### src/rtl/bit_pattern_detector_pkg.sv
// -----------------------------------------------------------------------------
// bit_pattern_pkg
// Shared types and helpers for the serial bit-pattern detector.
//   state_e  : detector FSM state, 2-bit (IDLE=0, HUNT=1, LOCKED=2, ERR=3)
//   len_w    : width needed to hold a pattern length 0..max_len
//   len_mask : mask with the low 'len' bits set, used by the comparator
// -----------------------------------------------------------------------------
package bit_pattern_pkg;

    typedef enum logic [1:0] {
        ST_IDLE   = 2'd0,
        ST_HUNT   = 2'd1,
        ST_LOCKED = 2'd2,
        ST_ERR    = 2'd3
    } state_e;

    // One extra bit so that max_len itself (and one past it) is representable.
    function automatic int len_w(input int max_len);
        return $clog2(max_len) + 1;
    endfunction

    // Low-len-bit compare mask; callers size it down to their pattern width.
    function automatic logic [31:0] len_mask(input logic [31:0] len);
        logic [31:0] mask;
        if (len >= 32'd32) begin
            mask = 32'hFFFF_FFFF;
        end else begin
            mask = (32'd1 << len) - 32'd1;
        end
        return mask;
    endfunction

endpackage

### src/rtl/bit_pattern_detector_if.sv
// -----------------------------------------------------------------------------
// bit_pattern_detector_if
// Control, configuration, serial stream and status bundle of the detector.
//   master : drives en/clr/cfg_*/din_valid/din, observes status
//   slave  : the detector; observes controls, drives match/lock/match_cnt/
//            cfg_err/state
// -----------------------------------------------------------------------------
interface bit_pattern_detector_if #(
    parameter int MAX_LEN = 8,
    parameter int CNT_W   = 8
);
    import bit_pattern_pkg::*;

    localparam int LEN_W = len_w(MAX_LEN);

    logic               en;
    logic               clr;
    logic [MAX_LEN-1:0] cfg_pattern;
    logic [LEN_W-1:0]   cfg_len;
    logic               cfg_overlap;
    logic               din_valid;
    logic               din;
    logic               match;
    logic               lock;
    logic [CNT_W-1:0]   match_cnt;
    logic               cfg_err;
    logic [1:0]         state;

    modport master (
        output en, clr, cfg_pattern, cfg_len, cfg_overlap, din_valid, din,
        input  match, lock, match_cnt, cfg_err, state
    );

    modport slave (
        input  en, clr, cfg_pattern, cfg_len, cfg_overlap, din_valid, din,
        output match, lock, match_cnt, cfg_err, state
    );

endinterface

### src/rtl/bit_pattern_detector_match_window.sv
// -----------------------------------------------------------------------------
// pattern_match_window
// History shift register, fill counter and masked comparator.
//   clk, rst_n  : clock, async active-low reset
//   clear_i     : drop all history and fill
//   shift_i     : accept din_i this cycle
//   din_i       : serial bit, enters at the LSB
//   pattern_i   : pattern, bit len_i-1 is the oldest bit
//   len_i       : active pattern length
//   overlap_i   : 0 = restart fill after a hit so bits are not reused
//   hit_o       : combinational; the bit being shifted in completes a match
// -----------------------------------------------------------------------------
module pattern_match_window
    import bit_pattern_pkg::*;
#(
    parameter int MAX_LEN = 8,
    parameter int LEN_W   = len_w(MAX_LEN)
) (
    input  logic               clk,
    input  logic               rst_n,
    input  logic               clear_i,
    input  logic               shift_i,
    input  logic               din_i,
    input  logic [MAX_LEN-1:0] pattern_i,
    input  logic [LEN_W-1:0]   len_i,
    input  logic               overlap_i,
    output logic               hit_o
);

    logic [MAX_LEN-1:0] hist_q, hist_d, hist_shift_s;
    logic [LEN_W-1:0]   fill_q, fill_d, fill_inc_s;
    logic [31:0]        mask_s;
    logic [31:0]        diff_s;
    logic               hit_s;

    // Compare on the value that would be shifted in this cycle.
    always_comb begin
        hist_shift_s = {hist_q[MAX_LEN-2:0], din_i};
        if (fill_q >= LEN_W'(MAX_LEN)) begin
            fill_inc_s = fill_q;
        end else begin
            fill_inc_s = fill_q + LEN_W'(1);
        end
        mask_s = len_mask(32'(len_i));
        diff_s = 32'(hist_shift_s ^ pattern_i) & mask_s;
        hit_s  = shift_i && (fill_inc_s >= len_i) && (diff_s == 32'd0);
        hit_o  = hit_s;
    end

    // Next history and fill; a non-overlap hit empties the fill count.
    always_comb begin
        hist_d = hist_q;
        fill_d = fill_q;
        if (clear_i) begin
            hist_d = '0;
            fill_d = '0;
        end else if (shift_i) begin
            hist_d = hist_shift_s;
            if (hit_s && !overlap_i) begin
                fill_d = '0;
            end else begin
                fill_d = fill_inc_s;
            end
        end else begin
            hist_d = hist_q;
            fill_d = fill_q;
        end
    end

    // History and fill registers.
    always_ff @(posedge clk or negedge rst_n) begin
        if (!rst_n) begin
            hist_q <= '0;
            fill_q <= '0;
        end else begin
            hist_q <= hist_d;
            fill_q <= fill_d;
        end
    end

endmodule

### src/rtl/bit_pattern_detector.sv
// -----------------------------------------------------------------------------
// bit_pattern_detector
// Programmable serial bit-stream pattern detector with lock indication.
//   clk, rst_n      : clock, async active-low reset
//   bus (slave)     : en, clr, cfg_pattern, cfg_len, cfg_overlap, din_valid,
//                     din in; match, lock, match_cnt, cfg_err, state out
// Config is captured on the first enabled cycle in IDLE and held until en
// drops. All status outputs are registered.
// -----------------------------------------------------------------------------
module bit_pattern_detector
    import bit_pattern_pkg::*;
#(
    parameter int MAX_LEN     = 8,
    parameter int CNT_W       = 8,
    parameter int LOCK_THRESH = 1
) (
    input  logic                     clk,
    input  logic                     rst_n,
    bit_pattern_detector_if.slave    bus
);

    localparam int               LEN_W    = len_w(MAX_LEN);
    localparam logic [CNT_W-1:0] THRESH_C = CNT_W'(LOCK_THRESH);
    localparam logic [CNT_W-1:0] CNT_MAX  = {CNT_W{1'b1}};

    state_e             state_q, state_d;
    logic [MAX_LEN-1:0] pat_q, pat_d;
    logic [LEN_W-1:0]   len_q, len_d;
    logic               ovl_q, ovl_d;
    logic               match_q, match_d;
    logic               lock_q, lock_d;
    logic [CNT_W-1:0]   cnt_q, cnt_d;
    logic               cfg_err_q, cfg_err_d;

    logic               active_s;
    logic               shift_s;
    logic               clear_s;
    logic               hit_s;
    logic               cfg_bad_s;

    // Window control: en=0 beats clr beats din_valid.
    always_comb begin
        active_s  = (state_q == ST_HUNT) || (state_q == ST_LOCKED);
        shift_s   = active_s && bus.en && !bus.clr && bus.din_valid;
        clear_s   = !active_s || !bus.en || bus.clr;
        cfg_bad_s = (bus.cfg_len == LEN_W'(0)) || (bus.cfg_len > LEN_W'(MAX_LEN));
    end

    pattern_match_window #(
        .MAX_LEN (MAX_LEN),
        .LEN_W   (LEN_W)
    ) u_window (
        .clk       (clk),
        .rst_n     (rst_n),
        .clear_i   (clear_s),
        .shift_i   (shift_s),
        .din_i     (bus.din),
        .pattern_i (pat_q),
        .len_i     (len_q),
        .overlap_i (ovl_q),
        .hit_o     (hit_s)
    );

    // Next-state, config shadow, counter and status outputs.
    always_comb begin
        state_d = state_q;
        pat_d   = pat_q;
        len_d   = len_q;
        ovl_d   = ovl_q;
        match_d = 1'b0;
        cnt_d   = cnt_q;
        case (state_q)
            ST_IDLE: begin
                cnt_d = '0;
                if (bus.en) begin
                    pat_d = bus.cfg_pattern;
                    len_d = bus.cfg_len;
                    ovl_d = bus.cfg_overlap;
                    if (cfg_bad_s) begin
                        state_d = ST_ERR;
                    end else begin
                        state_d = ST_HUNT;
                    end
                end else begin
                    state_d = ST_IDLE;
                end
            end
            ST_ERR: begin
                cnt_d = '0;
                if (!bus.en) begin
                    state_d = ST_IDLE;
                end else begin
                    state_d = ST_ERR;
                end
            end
            ST_HUNT, ST_LOCKED: begin
                if (!bus.en) begin
                    state_d = ST_IDLE;
                    cnt_d   = '0;
                end else if (bus.clr) begin
                    state_d = ST_HUNT;
                    cnt_d   = '0;
                end else if (hit_s) begin
                    match_d = 1'b1;
                    if (cnt_q == CNT_MAX) begin
                        cnt_d = cnt_q;
                    end else begin
                        cnt_d = cnt_q + CNT_W'(1);
                    end
                    if (cnt_d >= THRESH_C) begin
                        state_d = ST_LOCKED;
                    end else begin
                        state_d = state_q;
                    end
                end else begin
                    state_d = state_q;
                end
            end
            default: begin
                state_d = ST_IDLE;
                cnt_d   = '0;
            end
        endcase
        // Lock and error flags mirror the state being entered so they rise
        // on the same edge as the match that caused them.
        lock_d    = (state_d == ST_LOCKED);
        cfg_err_d = (state_d == ST_ERR);
    end

    // State, shadow config and registered outputs.
    always_ff @(posedge clk or negedge rst_n) begin
        if (!rst_n) begin
            state_q   <= ST_IDLE;
            pat_q     <= '0;
            len_q     <= '0;
            ovl_q     <= 1'b0;
            match_q   <= 1'b0;
            lock_q    <= 1'b0;
            cnt_q     <= '0;
            cfg_err_q <= 1'b0;
        end else begin
            state_q   <= state_d;
            pat_q     <= pat_d;
            len_q     <= len_d;
            ovl_q     <= ovl_d;
            match_q   <= match_d;
            lock_q    <= lock_d;
            cnt_q     <= cnt_d;
            cfg_err_q <= cfg_err_d;
        end
    end

    assign bus.match     = match_q;
    assign bus.lock      = lock_q;
    assign bus.match_cnt = cnt_q;
    assign bus.cfg_err   = cfg_err_q;
    assign bus.state     = state_q;

endmodule

### src/flat_wrapper.sv
// flat-port wrapper written by rule: the top's interface ports become plain ports
module bit_pattern_detector_flat import bit_pattern_pkg::*;
#(
    parameter int MAX_LEN     = 8,
    parameter int CNT_W       = 8,
    parameter int LOCK_THRESH = 1
)
  (clk, rst_n, bus_en, bus_clr, bus_cfg_pattern, bus_cfg_len, bus_cfg_overlap, bus_din_valid, bus_din, bus_match, bus_lock, bus_match_cnt, bus_cfg_err, bus_state);
  bit_pattern_detector_if #(.MAX_LEN(MAX_LEN), .CNT_W(CNT_W)) bus_i ();
  input  logic clk;
  input  logic rst_n;
  input wire logic [$bits(bus_i.en)-1:0] bus_en;
  input wire logic [$bits(bus_i.clr)-1:0] bus_clr;
  input wire logic [$bits(bus_i.cfg_pattern)-1:0] bus_cfg_pattern;
  input wire logic [$bits(bus_i.cfg_len)-1:0] bus_cfg_len;
  input wire logic [$bits(bus_i.cfg_overlap)-1:0] bus_cfg_overlap;
  input wire logic [$bits(bus_i.din_valid)-1:0] bus_din_valid;
  input wire logic [$bits(bus_i.din)-1:0] bus_din;
  output wire logic [$bits(bus_i.match)-1:0] bus_match;
  output wire logic [$bits(bus_i.lock)-1:0] bus_lock;
  output wire logic [$bits(bus_i.match_cnt)-1:0] bus_match_cnt;
  output wire logic [$bits(bus_i.cfg_err)-1:0] bus_cfg_err;
  output wire logic [$bits(bus_i.state)-1:0] bus_state;
  assign bus_i.en = bus_en;
  assign bus_i.clr = bus_clr;
  assign bus_i.cfg_pattern = bus_cfg_pattern;
  assign bus_i.cfg_len = bus_cfg_len;
  assign bus_i.cfg_overlap = bus_cfg_overlap;
  assign bus_i.din_valid = bus_din_valid;
  assign bus_i.din = bus_din;
  assign bus_match = bus_i.match;
  assign bus_lock = bus_i.lock;
  assign bus_match_cnt = bus_i.match_cnt;
  assign bus_cfg_err = bus_i.cfg_err;
  assign bus_state = bus_i.state;
  bit_pattern_detector #(.MAX_LEN(MAX_LEN), .CNT_W(CNT_W), .LOCK_THRESH(LOCK_THRESH)) u_core (.clk(clk), .rst_n(rst_n), .bus(bus_i));
endmodule
### config.mk
export PLATFORM = sky130hd
export DESIGN_NAME = bit_pattern_detector_flat
export DESIGN_NICKNAME = d
export VERILOG_FILES = /design/src/rtl/bit_pattern_detector_pkg.sv /design/src/rtl/bit_pattern_detector_if.sv /design/src/rtl/bit_pattern_detector_match_window.sv /design/src/rtl/bit_pattern_detector.sv /design/src/flat_wrapper.sv
export SDC_FILE = /design/constraint.sdc
export NUM_CORES = 1
export LEC_CHECK = 0
export CORE_ASPECT_RATIO = 1.1
export CORE_MARGIN = 4
export CORE_UTILIZATION = 29
export DETAILED_ROUTE_END_ITERATION = 8
export PLACE_DENSITY = 0.47
export RECOVER_POWER = 50
export SYNTH_ARGS = -nofsm -noshare
export SYNTH_HDL_FRONTEND = slang
export SYNTH_SLANG_ARGS = --single-unit
export TNS_END_PERCENT = 50
### constraint.sdc
create_clock -name clk -period 7.3 [get_ports clk]
set_input_delay 1.46 -clock clk [delete_from_list [all_inputs] [get_ports clk]]
set_output_delay 1.46 -clock clk [all_outputs]
set_load 0.01 [all_outputs]
# After elaboration in Yosys (flattened, before gate mapping)
# Index checks and enable logic that the tools add are counted.
totals:
  regBits: 37
  input_bits: 19
  output_inout_bits: 13
  wordCells: 75
op_classes:
  add_sub_neg: 3
  order_cmp: 4
  eq_ne: 7
  shift: 1
  mux: 27
  bitwise_logic: 2
  reduce_logical: 21
ops:
  columns: ["op", "n"]
  rows:
  - ["8-bit two-way mux", 8]
  - ["8-bit by 32-bit AND with 32-bit output", 1]
  - ["32-bit zero test", 1]
  - ["1-bit by 4-bit << shifter with 32-bit output (first input constant)", 1]
  - ["32-bit by 1-bit subtractor with 32-bit output (second input constant)", 1]
  - ["4-bit two-way mux", 4]
  - ["8-bit case mux with 2 select lines", 1]
  - ["2-bit two-way mux", 7]
  - ["7-bit two-way mux", 2]
  - ["8-bit by 1-bit adder with 8-bit output (second input constant)", 1]
  - ["2-bit == test (second input constant)", 4]
  - ["8-bit == test (second input constant)", 1]
  - ["8-bit by 1-bit >= comparator with 1-bit output (second input constant)", 1]
  - ["8-bit bitwise XOR", 1]
  - ["1-bit logical AND", 6]
  - ["2-bit case mux with 3 select lines", 1]
  - ["4-bit by 1-bit adder with 4-bit output (second input constant)", 1]
  - ["4-bit >= comparator", 1]
  - ["4-bit >= comparator (second input constant)", 1]
  - ["4-bit > comparator (second input constant)", 1]
  - ["1-bit zero test", 4]
  - ["4-bit zero test", 1]
  - ["1-bit logical OR", 4]
  - ["1-bit two-way mux", 4]
  - ["6 further kinds", 7]

# Logic depth before layout (Yosys ltp)
logic_depth:
  ltp_word: 18
  depth_mapped: 11
  mapped_depth_nobuf: 10

# Cells and area by module
# A second synthesis with hierarchy kept.
unflattened:
  cells_unflattened: 212
  area_unflattened_um2: 2230.9
modules_own_cells:
  columns: ["module", "instances", "cells_each", "area_per_inst_um2", "seq_area_each_um2"]
  rows:
  - ["bit_pattern_detector", 1, 118, 1310.0, 650.6]
  - ["pattern_match_window", 1, 94, 920.9, 275.3]

# Worst setup path after synthesis
# OpenSTA, ideal clock, no wires.
synth_path:
  kind: "input to register"
  start: "input bus_din_valid"
  end: "register u_core.u_window.fill_q[2]"
  setup_ns: 0.138
  arrival_time_ns: 2.831
  t_required_ns: 7.162
  slack_ns: 4.331
  path_stages: 7
  path_buffers: 1
  path_cell_list: "clkbuf_1 -> inv_1 -> a211oi_1 -> nand3_2 -> or4_4 -> o211ai_1 -> a21oi_1"
synth_via:
  elab_chain_cells: 7
  elab_cells_between_ends: 8
  cone_classes: "mux (3); reduce/logical (5)"
synth_lines:
  columns: ["element", "line", "text"]
  rows:
  - ["from (decl)", "flat_wrapper.sv:17", "input wire logic [$bits(bus_i.din_valid)-1:0] bus_din_valid;"]
  - ["1-bit logical AND (*)", "bit_pattern_detector.sv:44", "shift_s = active_s && bus.en && !bus.clr && bus.din_valid;"]
  - ["1-bit logical AND (2 in series)", "bit_pattern_detector_match_window.sv:46", "hit_s = shift_i && (fill_inc_s >= len_i) && (diff_s == 32'd0);"]
  - ["1-bit logical AND", "bit_pattern_detector_match_window.sv:59", "if (hit_s && !overlap_i) begin"]
  - ["4-bit two-way mux", "bit_pattern_detector_match_window.sv:59", null]
  - ["4-bit two-way mux", "bit_pattern_detector_match_window.sv:57", "end else if (shift_i) begin"]
  - ["4-bit two-way mux", "bit_pattern_detector_match_window.sv:54", "if (clear_i) begin"]
  - ["to (signal assigned)", "bit_pattern_detector_match_window.sv:77", "fill_q <= fill_d;"]
  - ["to (decl)", "bit_pattern_detector_match_window.sv:31", "logic [LEN_W-1:0] fill_q, fill_d, fill_inc_s;"]
# Mark *: on every way between the ends. The rest lies on a longest branch, timed or not. The select of a mux whose other input is x is not followed.
# A chain may end at the register's enable or synchronous reset.

# Worst setup path after layout
layout_path:
  start: "input bus_din_valid"
  end: "register u_core.cnt_q[0] (netlist: u_core.bus.match_cnt[0])"
layout_via:
  elab_chain_cells: 4
layout_lines:
  columns: ["element", "line", "text"]
  rows:
  - ["1-bit logical AND", "bit_pattern_detector.sv:44", null]
  - ["1-bit logical AND (2 in series)", "bit_pattern_detector_match_window.sv:46", null]
  - ["4-bit inequality test (no line)", null, null]
  - ["to (signal assigned)", "bit_pattern_detector.sv:148", "cnt_q <= cnt_d;"]
  - ["to (decl)", "bit_pattern_detector.sv:32", "logic [CNT_W-1:0] cnt_q, cnt_d;"]
# Every way passes these cells.

==> impl_metrics.env <==
export IMPL_outcome="finished, violations left"
export IMPL_violations="capacitance limit, slew limit"
export IMPL_fin_tns_setup_ns=0
export IMPL_gp_congestion=0.7680
export IMPL_diodes=0
export IMPL_final_common_cell="dfrtp_1"
export IMPL_synth_area_um2=2253
export IMPL_clkLatencyLatePin_ns=0.29
export IMPL_htree_levels=2
export IMPL_relSlewSlack_pct=-35.90
export IMPL_nets=278
export IMPL_fp_dieH_um=100.5
export IMPL_maxSlewViolCount=38
export IMPL_fin_crit_sh_pct=54.70
export IMPL_required_ns=7.47
export IMPL_swShare_pct=36.44
export IMPL_clk_pin_slew_worst_paths_ns=0.07
export IMPL_core_area_um2=7515
export IMPL_grt_pass1_wl_um=8763
export IMPL_hold_ws_ns=0.5328
export IMPL_vias=1750
export IMPL_maxCapViolCount=1
export IMPL_clk_path_buf_depth=2
export IMPL_synthArstFlopShare_pct=100.0
export IMPL_grt_setup_unrepaired="false"
export IMPL_grt_pass1_vias=1776
export IMPL_startpoint="bus_din_valid"
export IMPL_synth_edf_count=0
export IMPL_rows=33
export IMPL_wl_um=5142
export IMPL_cts_root_buf="clkbuf_8"
export IMPL_worst_pin_slew_ns=2.038
export IMPL_power_internal_uw=462.1
export IMPL_comb_power_share_pct=36.6
export IMPL_cp_data_arrival_time_ns=4.17
export IMPL_vias_per_cell=4.944
export IMPL_crit_fanout=14
export IMPL_yosysWarnings=0
export IMPL_post_cts_resized=0
export IMPL_die_area_um2=9246
export IMPL_clock_sinks=37
export IMPL_synth_seq_cells=37
export IMPL_max_stage_delay_ns=0.97
export IMPL_synth_distinct_cells=54
export IMPL_drt_wirelength_per_cell_um=14.53
export IMPL_globalRouteOverflowTotal=0
export IMPL_syn2layout_area_growth_pct=21.93
export IMPL_utilization_pct=36.56
export IMPL_leakagePower_uw=0.001128
export IMPL_synth_avg_cell_area_um2=10.34
export IMPL_start_util_pct=29.99
export IMPL_synth_ff_type="dfrtp_1"
export IMPL_endpoint_kind="register"
export IMPL_seq_area_frac_synth_pct=41.09
export IMPL_track_usage_pct=11.66
export IMPL_ant_nets=0
export IMPL_io_pins=32
export IMPL_holdCritPathClass="reg -> reg"
export IMPL_drt_pass1_iterations=4
export IMPL_crit_type="in -> reg"
export IMPL_crit_chain="dlygate4sd3_1, inv_1, a211oi_1, nand3_2, nor4_4, mux2i_1, mux2_4"
export IMPL_io_buffers=31
export IMPL_cts_tree="yes"
export IMPL_hold_violations=0
export IMPL_drtIter0Drc=91
export IMPL_sequentialPowerShare_pct=41.4
export IMPL_p_clk_share_pct=22.1
export IMPL_cts_hold_buf=0
export IMPL_cts_buffers=5
export IMPL_reg2reg_from="u_core.len_q[3]"
export IMPL_post_cts_buffers=0
export IMPL_cpMaxStageDelayCell="dlygate4sd3_1"
export IMPL_setup_viol=0
export IMPL_place_hpwl_um=3794
export IMPL_ir_drop_uv=147.6
export IMPL_max_freq_mhz=250.4
export IMPL_drcViolationCount=0
export IMPL_antenna_found_initial=0
export IMPL_syn_inst=218
export IMPL_min_from="u_core.pat_q[6]"
export IMPL_syn_nets=248
export IMPL_power_switching_uw=264.9
export IMPL_drive_gt1_share_pct=15.26
export IMPL_fin_crit_ns=3.993
export IMPL_fp_dieW_um=92.05
export IMPL_finClkSkew_ns=0.007574
export IMPL_p_per_area_nw_per_um2=264.6
export IMPL_most_common_layout_cells="dfrtp_1 (37), clkdlybuf4s50_1 (29), nor2_1 (15)"
export IMPL_grt_max_degree=38
export IMPL_cp_start_kind="primary input"
worst paths after layout:
kind	to	slack (ns)	depth (start not counted)
worst max-delay path	u_core.bus.match_cnt[0]	3.31	7
worst min-delay path	u_core.pat_q[6]	0.53	1
worst max register to register	u_core.bus.match_cnt[0]	4.11	8
worst min register to register	u_core.pat_q[6]	0.53	1
max in group asynchronous	u_core.len_q[2]	4.37	1
min in group asynchronous	u_core.bus.match_cnt[2]	1.74	1
flip-flops by register name, indices dropped and copies added, names as in the netlist:
signal and count:
u_core.bus.match_cnt 8, u_core.pat_q 8, u_core.u_window.hist_q 7, u_core.len_q 4
u_core.u_window.fill_q 4, u_core.bus.state 2, u_core.bus.cfg_err 1, u_core.bus.lock 1
u_core.bus.match 1, u_core.ovl_q 1
critical path, delay by kind of cell:
family | cells | cell delay (ns)
buffers and inverters | 2 | 1.17
AND/OR/NAND/NOR | 2 | 0.76
multiplexers | 2 | 0.49
AO/OA/AOI/OAI | 1 | 0.30
final cells by class:
| type | instances | area (um^2) |
|---|---|---|
| Fill cell | 808 | 4767 |
| Clock inverter | 1 | 5.005 |
| Multi-Input combinational cell | 161 | 1236 |
| Sequential cell | 37 | 925.9 |
| Tap cell | 105 | 131.4 |
| Inverter | 11 | 41.29 |
| Clock buffer | 7 | 96.34 |
| Timing Repair Buffer | 32 | 311.5 |
power by group through the flow:
stage	sequential, uW	clock (uW)	combinational (uW)
2_1_floorplan	284	0	216
3_3_place_gp	305	0	267
3_5_place_dp	305	0	267
4_1_cts	301	167	269
5_1_grt	307	176	298
6_report	301	161	266
kinds of logic (layout without fill, tap and decap cells):
group	Yosys count	after routing	share of synthesized area, %
AOI/OAI and AO/OA	43	43	14.66
xor gates and xnor gates	12	12	4.664
adders and majority gates	11	11	6.108
buffers and inverters	20	51	4.053
DFF	37	37	41.09
muxes	24	24	11.66
and+or+nand+nor	71	71	17.77
per-stage QoR:
step	power [uW]	area (um^2)	instances	setup WS, ns
CTS	737.6	2749	354	3.370
floorplan	499.7	2253	218	4.331
finish	727.1	2748	354	3.307
global placement	572.2	2648	346	3.071
detailed placement	572.4	2648	346	3.075
global route	781.5	2748	354	3.129
cell usage after synthesis, types with 3 or more instances:
cell type / n / area, um^2
dfrtp_1: 37 / 925.9
nor2_1: 15 / 56.30
mux2_2: 14 / 157.7
nand2_1: 13 / 48.80
ha_1: 11 / 137.6
inv_1: 11 / 41.29
nor3_1: 10 / 50.05
mux2i_1: 9 / 90.09
a21oi_1: 7 / 35.03
nand3_1: 7 / 35.03
a31oi_1: 6 / 37.54
xnor2_1: 6 / 52.55
xor2_1: 6 / 52.55
o211ai_1: 5 / 37.54
clkbuf_1: 4 / 15.01
o21ai_0: 4 / 20.02
and2_1: 3 / 18.77
and3_1: 3 / 18.77
nor4_1: 3 / 18.77
layer usage:
metal  vias to the layer above  routed length (um)  track usage [%]
li1                        857                   -                -
met1                       855                2380            14.97
met2                        32                2522            20.45
met3                         6                 190            2.315
met4                         0                  48            2.400
met5                         -                   0                0
Power figures use the tool's default switching activity.
